### config.mk
export PLATFORM = sky130hd
export DESIGN_NAME = rv32i_inst_encoder
export DESIGN_NICKNAME = d
export VERILOG_FILES = /design/src/rtl/rv32i_pkg.sv /design/src/rtl/rv32i_imm_pack.sv /design/src/rtl/rv32i_inst_encoder.sv
export SDC_FILE = /design/constraint.sdc
export NUM_CORES = 1
export LEC_CHECK = 0
export ABC_CLOCK_PERIOD_IN_PS = 3300
export BUFFER_PORTS_ARGS = -buffer_cell sky130_fd_sc_hd__buf_2
export CAP_MARGIN = 15
export CORE_AREA = 2 2 88 90
export DETAILED_ROUTE_END_ITERATION = 12
export DIE_AREA = 0 0 90 92
export PLACE_DENSITY = 0.75
export RECOVER_POWER = 100
export SLEW_MARGIN = 10
export SYNTH_ARGS = -nofsm -noshare
export SYNTH_HDL_FRONTEND = slang
export SYNTH_SLANG_ARGS = --single-unit
### constraint.sdc
create_clock -name clk -period 3.3 [get_ports clk]
set_input_delay 0.66 -clock clk [delete_from_list [all_inputs] [get_ports clk]]
set_output_delay 0.66 -clock clk [all_outputs]
set_load 0.02 [all_outputs]
### src/rtl/rv32i_pkg.sv
// Shared RV32I encoding constants: major opcodes (common with the control
// decoder), descriptor class codes, encoder FSM state codes and a small
// sign-extension range helper.
package rv32i_pkg;

  localparam logic [6:0] OP_R      = 7'b0110011;
  localparam logic [6:0] OP_IMM    = 7'b0010011;
  localparam logic [6:0] OP_LOAD   = 7'b0000011;
  localparam logic [6:0] OP_STORE  = 7'b0100011;
  localparam logic [6:0] OP_BRANCH = 7'b1100011;
  localparam logic [6:0] OP_JAL    = 7'b1101111;
  localparam logic [6:0] OP_JALR   = 7'b1100111;
  localparam logic [6:0] OP_LUI    = 7'b0110111;
  localparam logic [6:0] OP_AUIPC  = 7'b0010111;

  localparam logic [3:0] CLS_R      = 4'd0;
  localparam logic [3:0] CLS_IALU   = 4'd1;
  localparam logic [3:0] CLS_LW     = 4'd2;
  localparam logic [3:0] CLS_SW     = 4'd3;
  localparam logic [3:0] CLS_BRANCH = 4'd4;
  localparam logic [3:0] CLS_JAL    = 4'd5;
  localparam logic [3:0] CLS_JALR   = 4'd6;
  localparam logic [3:0] CLS_LUI    = 4'd7;
  localparam logic [3:0] CLS_AUIPC  = 4'd8;

  localparam logic [1:0] ST_IDLE = 2'd0;
  localparam logic [1:0] ST_RUN  = 2'd1;
  localparam logic [1:0] ST_DONE = 2'd2;

  typedef struct packed {
    logic [31:0] word;
    logic        legal;
  } enc_t;

  // True when v is the sign extension of its low msb+1 bits, i.e. bits
  // 31..msb are all equal.
  function automatic logic sext_fits(input logic [31:0] v, input int unsigned msb);
    logic [31:0] m;
    m = 32'hFFFF_FFFF << msb;
    return ((v & m) == m) || ((v & m) == '0);
  endfunction

endpackage

### src/rtl/rv32i_imm_pack.sv
// Combinational packer: one instruction descriptor -> RV32I word plus a
// legality flag covering the class code and the immediate range rules.
module rv32i_imm_pack
  import rv32i_pkg::*;
(
  input  logic [3:0]  op,
  input  logic [4:0]  rd,
  input  logic [4:0]  rs1,
  input  logic [4:0]  rs2,
  input  logic [2:0]  funct3,
  input  logic        f7b5,
  input  logic [31:0] imm,
  output enc_t        enc
);

  logic fits_i;
  logic fits_b;
  logic fits_j;
  logic is_shift;

  assign fits_i   = sext_fits(imm, 11);
  assign fits_b   = sext_fits(imm, 12) && !imm[0];
  assign fits_j   = sext_fits(imm, 20) && !imm[0];
  assign is_shift = (funct3 == 3'b001) || (funct3 == 3'b101);

  // Field packing per instruction format; unknown classes encode to zero.
  always_comb begin
    enc.word  = '0;
    enc.legal = 1'b0;
    case (op)
      CLS_R: begin
        enc.word  = {1'b0, f7b5, 5'b0, rs2, rs1, funct3, rd, OP_R};
        enc.legal = 1'b1;
      end
      CLS_IALU: begin
        if (is_shift) begin
          enc.word  = {1'b0, f7b5, 5'b0, imm[4:0], rs1, funct3, rd, OP_IMM};
          enc.legal = fits_i && (imm[11:5] == 7'd0);
        end else begin
          enc.word  = {imm[11:0], rs1, funct3, rd, OP_IMM};
          enc.legal = fits_i;
        end
      end
      CLS_LW: begin
        enc.word  = {imm[11:0], rs1, 3'b010, rd, OP_LOAD};
        enc.legal = fits_i;
      end
      CLS_SW: begin
        enc.word  = {imm[11:5], rs2, rs1, 3'b010, imm[4:0], OP_STORE};
        enc.legal = fits_i;
      end
      CLS_BRANCH: begin
        enc.word  = {imm[12], imm[10:5], rs2, rs1, funct3, imm[4:1], imm[11], OP_BRANCH};
        enc.legal = fits_b;
      end
      CLS_JAL: begin
        enc.word  = {imm[20], imm[10:1], imm[11], imm[19:12], rd, OP_JAL};
        enc.legal = fits_j;
      end
      CLS_JALR: begin
        enc.word  = {imm[11:0], rs1, 3'b000, rd, OP_JALR};
        enc.legal = fits_i;
      end
      CLS_LUI: begin
        enc.word  = {imm[31:12], rd, OP_LUI};
        enc.legal = 1'b1;
      end
      CLS_AUIPC: begin
        enc.word  = {imm[31:12], rd, OP_AUIPC};
        enc.legal = 1'b1;
      end
      default: begin
        enc.word  = '0;
        enc.legal = 1'b0;
      end
    endcase
  end

endmodule

### src/rtl/rv32i_inst_encoder.sv
// Streaming RV32I encoder / instruction-memory loader.
//
//   state   | meaning
//   --------+--------------------------------------------------------
//   IDLE    | after reset; nothing accepted until start
//   RUN     | accepting descriptors and writing encoded words
//   DONE    | last descriptor consumed and its write (if any) retired
//
// The output register holds exactly one word; im_addr is both the address
// of the pending word and the next free slot, so it only moves on a
// completed write.
module rv32i_inst_encoder
  import rv32i_pkg::*;
#(
  parameter int          ADDR_W    = 10,
  parameter int unsigned BASE_ADDR = 0
) (
  input  logic              clk,
  input  logic              rst,
  input  logic              start,
  input  logic              in_valid,
  output logic              in_ready,
  input  logic [3:0]        in_op,
  input  logic [4:0]        in_rd,
  input  logic [4:0]        in_rs1,
  input  logic [4:0]        in_rs2,
  input  logic [2:0]        in_funct3,
  input  logic              in_f7b5,
  input  logic [31:0]       in_imm,
  input  logic              in_last,
  output logic              im_we,
  input  logic              im_ready,
  output logic [ADDR_W-1:0] im_addr,
  output logic [31:0]       im_wdata,
  output logic              busy,
  output logic              done,
  output logic              err,
  output logic              wrapped,
  output logic [ADDR_W-1:0] inst_count
);

  localparam logic [ADDR_W-1:0] BASE = ADDR_W'(BASE_ADDR);
  localparam logic [ADDR_W-1:0] STEP = ADDR_W'(4);
  localparam logic [ADDR_W-1:0] ONE  = ADDR_W'(1);

  logic [1:0]        state;
  logic              last_seen;
  enc_t              enc;
  logic              accept;
  logic              wr_done;
  logic              pend_next;
  logic              last_next;
  logic [ADDR_W-1:0] addr_next;

  rv32i_imm_pack u_pack (
    .op     (in_op),
    .rd     (in_rd),
    .rs1    (in_rs1),
    .rs2    (in_rs2),
    .funct3 (in_funct3),
    .f7b5   (in_f7b5),
    .imm    (in_imm),
    .enc    (enc)
  );

  // No skid buffer: ready follows im_ready combinationally when a word is held.
  assign in_ready  = (state == ST_RUN) && !last_seen && (!im_we || im_ready);
  assign accept    = in_valid && in_ready;
  assign wr_done   = im_we && im_ready;
  assign pend_next = (im_we && !im_ready) || (accept && enc.legal);
  assign last_next = last_seen || (accept && in_last);
  assign addr_next = im_addr + STEP;
  assign busy      = (state == ST_RUN);
  assign done      = (state == ST_DONE);

  // Sequencing: finish once the last descriptor is in and nothing is left to write.
  always_ff @(posedge clk or posedge rst) begin
    if (rst) begin
      state     <= ST_IDLE;
      last_seen <= 1'b0;
    end else if (start) begin
      state     <= ST_RUN;
      last_seen <= 1'b0;
    end else if (state == ST_RUN) begin
      if (accept && in_last) last_seen <= 1'b1;
      if (last_next && !pend_next) state <= ST_DONE;
    end
  end

  // Output register: reloads on accept even in the cycle its previous word retires.
  always_ff @(posedge clk or posedge rst) begin
    if (rst) begin
      im_we    <= 1'b0;
      im_wdata <= '0;
    end else if (start) begin
      im_we    <= 1'b0;
    end else if (accept && enc.legal) begin
      im_we    <= 1'b1;
      im_wdata <= enc.word;
    end else if (wr_done) begin
      im_we    <= 1'b0;
    end
  end

  // Address and word count advance only on a completed write.
  always_ff @(posedge clk or posedge rst) begin
    if (rst) begin
      im_addr    <= BASE;
      inst_count <= '0;
      wrapped    <= 1'b0;
    end else if (start) begin
      im_addr    <= BASE;
      inst_count <= '0;
      wrapped    <= 1'b0;
    end else if (wr_done) begin
      im_addr <= addr_next;
      if (addr_next == '0) wrapped <= 1'b1;
      if (inst_count != '1) inst_count <= inst_count + ONE;
    end
  end

  // Sticky reject flag: illegal class or out-of-range immediate.
  always_ff @(posedge clk or posedge rst) begin
    if (rst) begin
      err <= 1'b0;
    end else if (start) begin
      err <= 1'b0;
    end else if (accept && !enc.legal) begin
      err <= 1'b1;
    end
  end

endmodule

==> results of run 1 <==
[cells in the final DEF, fill, tap and decap left out, types with 7 or more instances in the layout]
master	instances
clkbuf_1	59
buf_2	58
dfrtp_1	55
nor2_1	31
a21oi_1	29
mux2_1	23
nand2_1	22
nor2b_1	18
mux2i_1	16
o21ai_0	14
a22o_1	11
nand4_1	9
nand3_1	8
xor2_1	8
xnor2_1	8
inv_1	8
and3_1	7
nor4_1	7
a211oi_1	7
[routing by layer]
layer | track usage (%) | vias to the layer above
li1 | - | 1553
met1 | 27.44 | 1525
met2 | 36.09 | 102
met3 | 4.519 | 12
met4 | 5.897 | 0
met5 | 0 | -
[cell families (layout without fill, tap and decap cells)]
family                   count (synthesis)  in the layout  share of synthesized area [%]
flip-flops                              55             55                          38.45
AND/OR/NAND/NOR                        128            128                          19.22
adder cells (fa/ha/maj)                  2              2                         0.6989
XOR/XNOR                                16             16                          3.915
other                                    1              2                         0.1048
buffers and inverters                   34            139                          5.138
multiplexers                            42             42                          15.06
AO/OA/AOI/OAI                           90             90                          17.41
[final cells by class]
cell class / count / share of cell area [%]
Inverter: 8 / 0.7229
Tap cell: 102 / 3.072
Sequential cell: 55 / 33.13
Multi-Input combinational cell: 280 / 46.63
Clock buffer: 5 / 1.657
Clock inverter: 2 / 0.9036
Timing Repair Buffer: 124 / 13.89
[metrics by stage]
step | util [%] | worst slack, ns | instance area [um2] | hold slack [ns]
floorplan | - | 1.094 | 3583 | 0.4854
global placement | 56.54 | 0.5247 | 4210 | 0.4705
detailed placement | 56.54 | 0.4698 | 4210 | 0.4821
CTS | 57.96 | 0.8029 | 4317 | 0.4509
global route | 55.78 | 0.3412 | 4154 | 0.5222
finish | 55.78 | 0.5384 | 4154 | 0.5007
[worst max-delay path: stages]
cell and delay (ns):
clkbuf_1 0.35, clkbuf_1 0.44, nand2_1 0.19, nor4_1 0.23, o21ai_0 0.16, nand3_2 0.14, o211ai_4 0.21, buf_12 0.24
mux2_1 0.32
[state kept, by name, summed over array words and instances, names as in the netlist]
register	cells
im_we	1
wrapped	1
im_wdata	31
last_seen	1
inst_count	10
state	2
im_addr	8
err	1
[where the power goes]
| part | total, mW | internal (mW) | switching [mW] |
|---|---|---|---|
| registers | 0.884 | 0.803 | 0.0818 |
| clock network | 0.441 | 0.222 | 0.219 |
| logic | 0.616 | 0.210 | 0.406 |
| total | 1.94 | 1.23 | 0.707 |
[worst max-delay path by stage]
stage	from	endpoint	slack, ns
2_1_floorplan	in_op[0]	im_wdata[12]	1.09
3_3_place_gp	in_op[2]	im_wdata[18]	0.52
3_5_place_dp	in_op[1]	im_wdata[18]	0.47
4_1_cts	in_op[1]	im_wdata[18]	0.80
5_1_grt	in_op[2]	im_wdata[4]	0.34
6_report	in_op[2]	im_wdata[23]	0.54
[Yosys cell counts (4+ instances only)]
master	n	share of area (%)
o22ai_1	5	0.87
a221oi_1	4	0.98
mux2i_1	16	4.5
o21ai_0	14	2.0
nand4_1	9	1.6
inv_1	8	0.84
xor2_1	8	2.0
a22o_1	11	2.7
buf_2	9	1.3
a21oi_1	29	4.1
clkbuf_1	7	0.73
nor2_1	31	3.3
nand3_1	8	1.1
and3_1	7	1.2
nor3_1	5	0.70
nand2b_1	6	1.0
xnor2_1	8	2.0
nand2_1	22	2.3
nor2b_1	18	3.1
mux2_4	23	9.6
nor4_1	7	1.2
buf_4	6	1.3
and2_1	4	0.70
dfrtp_1	55	38
a211oi_1	7	1.5
==> results.json, run 1 <==
{
  "ant_nets": 0,
  "leakagePower_nw": 1.896,
  "synth_edf_count": 0,
  "syn_inst": 368,
  "fillers": 732,
  "dr_wl_met3_um": 512,
  "clk_latency_ns": 0.30,
  "diodes": 0,
  "r2r-end": "im_wdata[23]",
  "routed-wl-met2_mm": 4.407,
  "grt_overflow": 0,
  "synth_sequential_area_ratio_pct": 38.45,
  "ys_async_sr_fraction_pct": 100.0,
  "grt_use_total_pct": 21.20,
  "initial_utilization_pct": 48.07,
  "cts_buffers": 5,
  "routed_via_density": 5.542,
  "ioPinCount": 119,
  "yosys_register_bits": 55,
  "cap_violations": 0,
  "grt_max_degree": 29,
  "dp_cells": 569,
  "h-tree-depth": 2,
  "dp.final_hpwl_mm": 6.825,
  "drt_iter0_markers": 225,
  "syn_area_um2": 3580,
  "synth_cell_types": 53,
  "drt-total-wl_mm": 8.947,
  "die_h_um": 92,
  "holdBufCountCts": 0,
  "drt-pass1-iter-count": 4,
  "grt_antenna_before_repair": 0,
  "fp.dieW_um": 90,
  "cts_buffer_depth": 2,
  "grt_setup_unrepaired": "no",
  "max_freq_mhz": 362.1,
  "finalSetupViolCount": 0,
  "cts_tree": "done",
  "worstRegToRegCells": 7,
  "rows": 32,
  "layout_min_cycle_time_ns": 2.762,
  "fin_total_pwr_mw": 1.942,
  "min_path_cells": 1,
  "cts.sinks": 55,
  "wl_per_cell_um": 15.53,
  "crit_required_ns": 3.49,
  "ir_drop_v": 0.0002725,
  "port_buffers": 116,
  "period_share_pct": 83.69,
  "path_max_fanout": 20,
  "core_area_um2": 7447,
  "hp-class": "reg2reg",
  "drive_above_1_share_pct": 17.51,
  "endpoint_kind": "register",
  "skew_ns": 0.01197,
  "worstMarginPinSlew_ns": 1.155,
  "min_to": "im_wdata[13]",
  "area_delta_synth_final_pct": 16.04,
  "cts.root.buffer_cell": "clkbuf_8",
  "path_class": "in2reg",
  "pwr_density_cell_nw_per_um2": 467.5,
  "maxSlewViolCount": 0,
  "seq_area_um2": 1376,
  "outcome": "finished clean",
  "post-route-drc-count": 0,
  "synth.avg_cell_area_um2": 9.727,
  "min_from": "im_wdata[13]",
  "r2r_start": "state[1]",
  "fin_nets": 537,
  "cts-resized-gates": 0,
  "ys_warn_count": 0,
  "worstSetupStartpointType": "input port",
  "grt_pass1_wl_mm": 14.30,
  "ff2ff_setup_slack_ns": 1.19,
  "gp_congestion": 0.9241,
  "finalHoldViolCount": 0,
  "slew_headroom_pct": 22.90,
  "top_layer": "met4",
  "finalNonFillerCells": 576,
  "multi_input_area_um2": 1937,
  "path_clk_slew_ns": 0.09,
  "timing.setup.tns_ns": 0,
  "grt_pass1_vias": 3003,
  "m1WireLength_mm": 3.885,
  "vias": 3192,
  "die-area_um2": 8280,
  "ys.flop_type": "dfrtp_1",
  "crit_arrival_ns": 2.95,
  "post_cts_buffers": 0
}
Note: power is estimated with default switching activity, not from simulation.
==> run 2: changes to the inputs <==
ABC_CLOCK_PERIOD_IN_PS = 2300   (was 3300)
CORE_AREA = 2 2 92 94   (was 2 2 88 90)
DIE_AREA = 0 0 94 96   (was 0 0 90 92)
PLACE_DENSITY = 0.72   (was 0.75)
clock period = 2.3 ns   (was 3.3 ns; I/O delays follow)
==> results.json, run 2 (synthesized netlist as in run 1, its figures left out) <==
{
  "grt_max_degree": 29,
  "ir_drop_v": 0.0002841,
  "outcome": "finished clean",
  "clk_latency_ns": 0.32,
  "maxSlewViolCount": 0,
  "largest_reg_flops": 31,
  "routed_via_density": 5.600,
  "dpl_cell_area_um2": 4302,
  "hp-class": "in2async",
  "cts-resized-gates": 0,
  "r2r-end": "im_wdata[3]",
  "grt_use_total_pct": 20.59,
  "layout_min_cycle_time_ns": 2.051,
  "rows": 33,
  "vias": 3304,
  "cap_violations": 0,
  "initial_utilization_pct": 44.46,
  "ff2ff_setup_slack_ns": 0.27,
  "die-area_um2": 9024,
  "holdBufCountCts": 0,
  "path_clk_slew_ns": 0.11,
  "cts_tree": "done",
  "grt_antenna_before_repair": 0,
  "endpoint_kind": "register",
  "final_common_cell": "buf_2",
  "grt_overflow": 0,
  "dp.final_hpwl_mm": 7.111,
  "h-tree-depth": 2,
  "post_cts_buffers": 0,
  "finalSetupViolCount": 0,
  "path_max_fanout": 13,
  "skew_ns": 0.009993,
  "crit_arrival_ns": 2.25,
  "drt-pass1-iter-count": 4,
  "pwr_density_cell_nw_per_um2": 650.6,
  "port_buffers": 116,
  "grt_setup_unrepaired": "no",
  "final_cell_mix": "buf_2 (60), clkbuf_1 (58), dfrtp_1 (55)",
  "drive_above_1_share_pct": 22.06,
  "grt_pass1_vias": 2956,
  "gp_congestion": 0.9241,
  "top_register": "im_wdata",
  "drt_iter0_markers": 98,
  "worstMarginPinSlew_ns": 0.9124,
  "cts.root.buffer_cell": "clkbuf_8",
  "design_area_um2": 4265,
  "post-route-drc-count": 0,
  "timing.setup.tns_ns": 0,
  "crit_required_ns": 2.50,
  "ioPinCount": 119,
  "wl_per_cell_um": 15.72,
  "fin_nets": 547,
  "largest_registers": "im_wdata (31), inst_count (10), im_addr (8)",
  "fin_hold_ws_ns": 0.3150,
  "period_share_pct": 89.19,
  "worstRegToRegCells": 7,
  "cts_buffers": 5,
  "r2r_start": "state[1]",
  "grt_pass1_wl_mm": 14.59,
  "slew_headroom_pct": 39.11,
  "core_area_um2": 8051,
  "leakagePower_nw": 1.995,
  "worstSetupStartpointType": "input port",
  "finalHoldViolCount": 0,
  "drt-total-wl_mm": 9.272,
  "cts_buffer_depth": 2,
  "diodes": 0,
  "cts.sinks": 55,
  "critPathLaunch": "in_imm[14]",
  "die_h_um": 96,
  "fp.dieW_um": 94,
  "max_freq_mhz": 487.5,
  "path_class": "in2reg",
  "area_delta_synth_final_pct": 19.15,
  "ant_nets": 0
}
run 2: per-stage QoR:
step	util [%]	power (mW)	setup slack, ns	cells
after floorplan	-	1.957	0.1578	369
after global placement	53.43	2.314	0.1039	582
after detailed placement	53.43	2.331	0.04389	582
after CTS	54.53	2.899	0.3916	590
after global routing	52.98	2.951	0.1523	590
final	52.98	2.775	0.2486	590
run 2: where the power goes:
| part | switching, mW | total (mW) | internal (mW) |
|---|---|---|---|
| registers | 0.113 | 1.27 | 1.15 |
| clock network | 0.339 | 0.559 | 0.220 |
| logic | 0.586 | 0.951 | 0.365 |
| total | 1.04 | 2.77 | 1.74 |
run 2: worst max path at each step:
stage,slack (ns),endpoint
global placement,0.10,im_wdata[22]
global route,0.15,im_wdata[24]
detailed placement,0.04,im_wdata[21]
CTS,0.39,im_wdata[21]
finish,0.25,im_wdata[3]
floorplan,0.16,im_wdata[12]
run 2: layer usage:
layer,routed length (um),vias to the layer above,track usage (%)
met3,658,6,5.090
met1,4053,1594,27.69
met4,69,0,5.556
li1,-,1580,-
met5,0,-,0
met2,4491,124,33.27
run 2: layout make-up:
type	instances	area [um2]
clock buffer	6	72.57
multi-input combinational	280	1972
fill	798	3786
tap	105	131.4
timing repair buffer	134	666.9
inverter	8	30.03
sequential	55	1376
clock inverter	2	16.27
run 2: critical path: stages:
cell	delay (ns)
buf_2	0.12
nor4_1	0.47
and3_1	0.23
a32oi_1	0.06
nand3_2	0.14
o211ai_1	0.22
buf_12	0.23
mux2_1	0.32
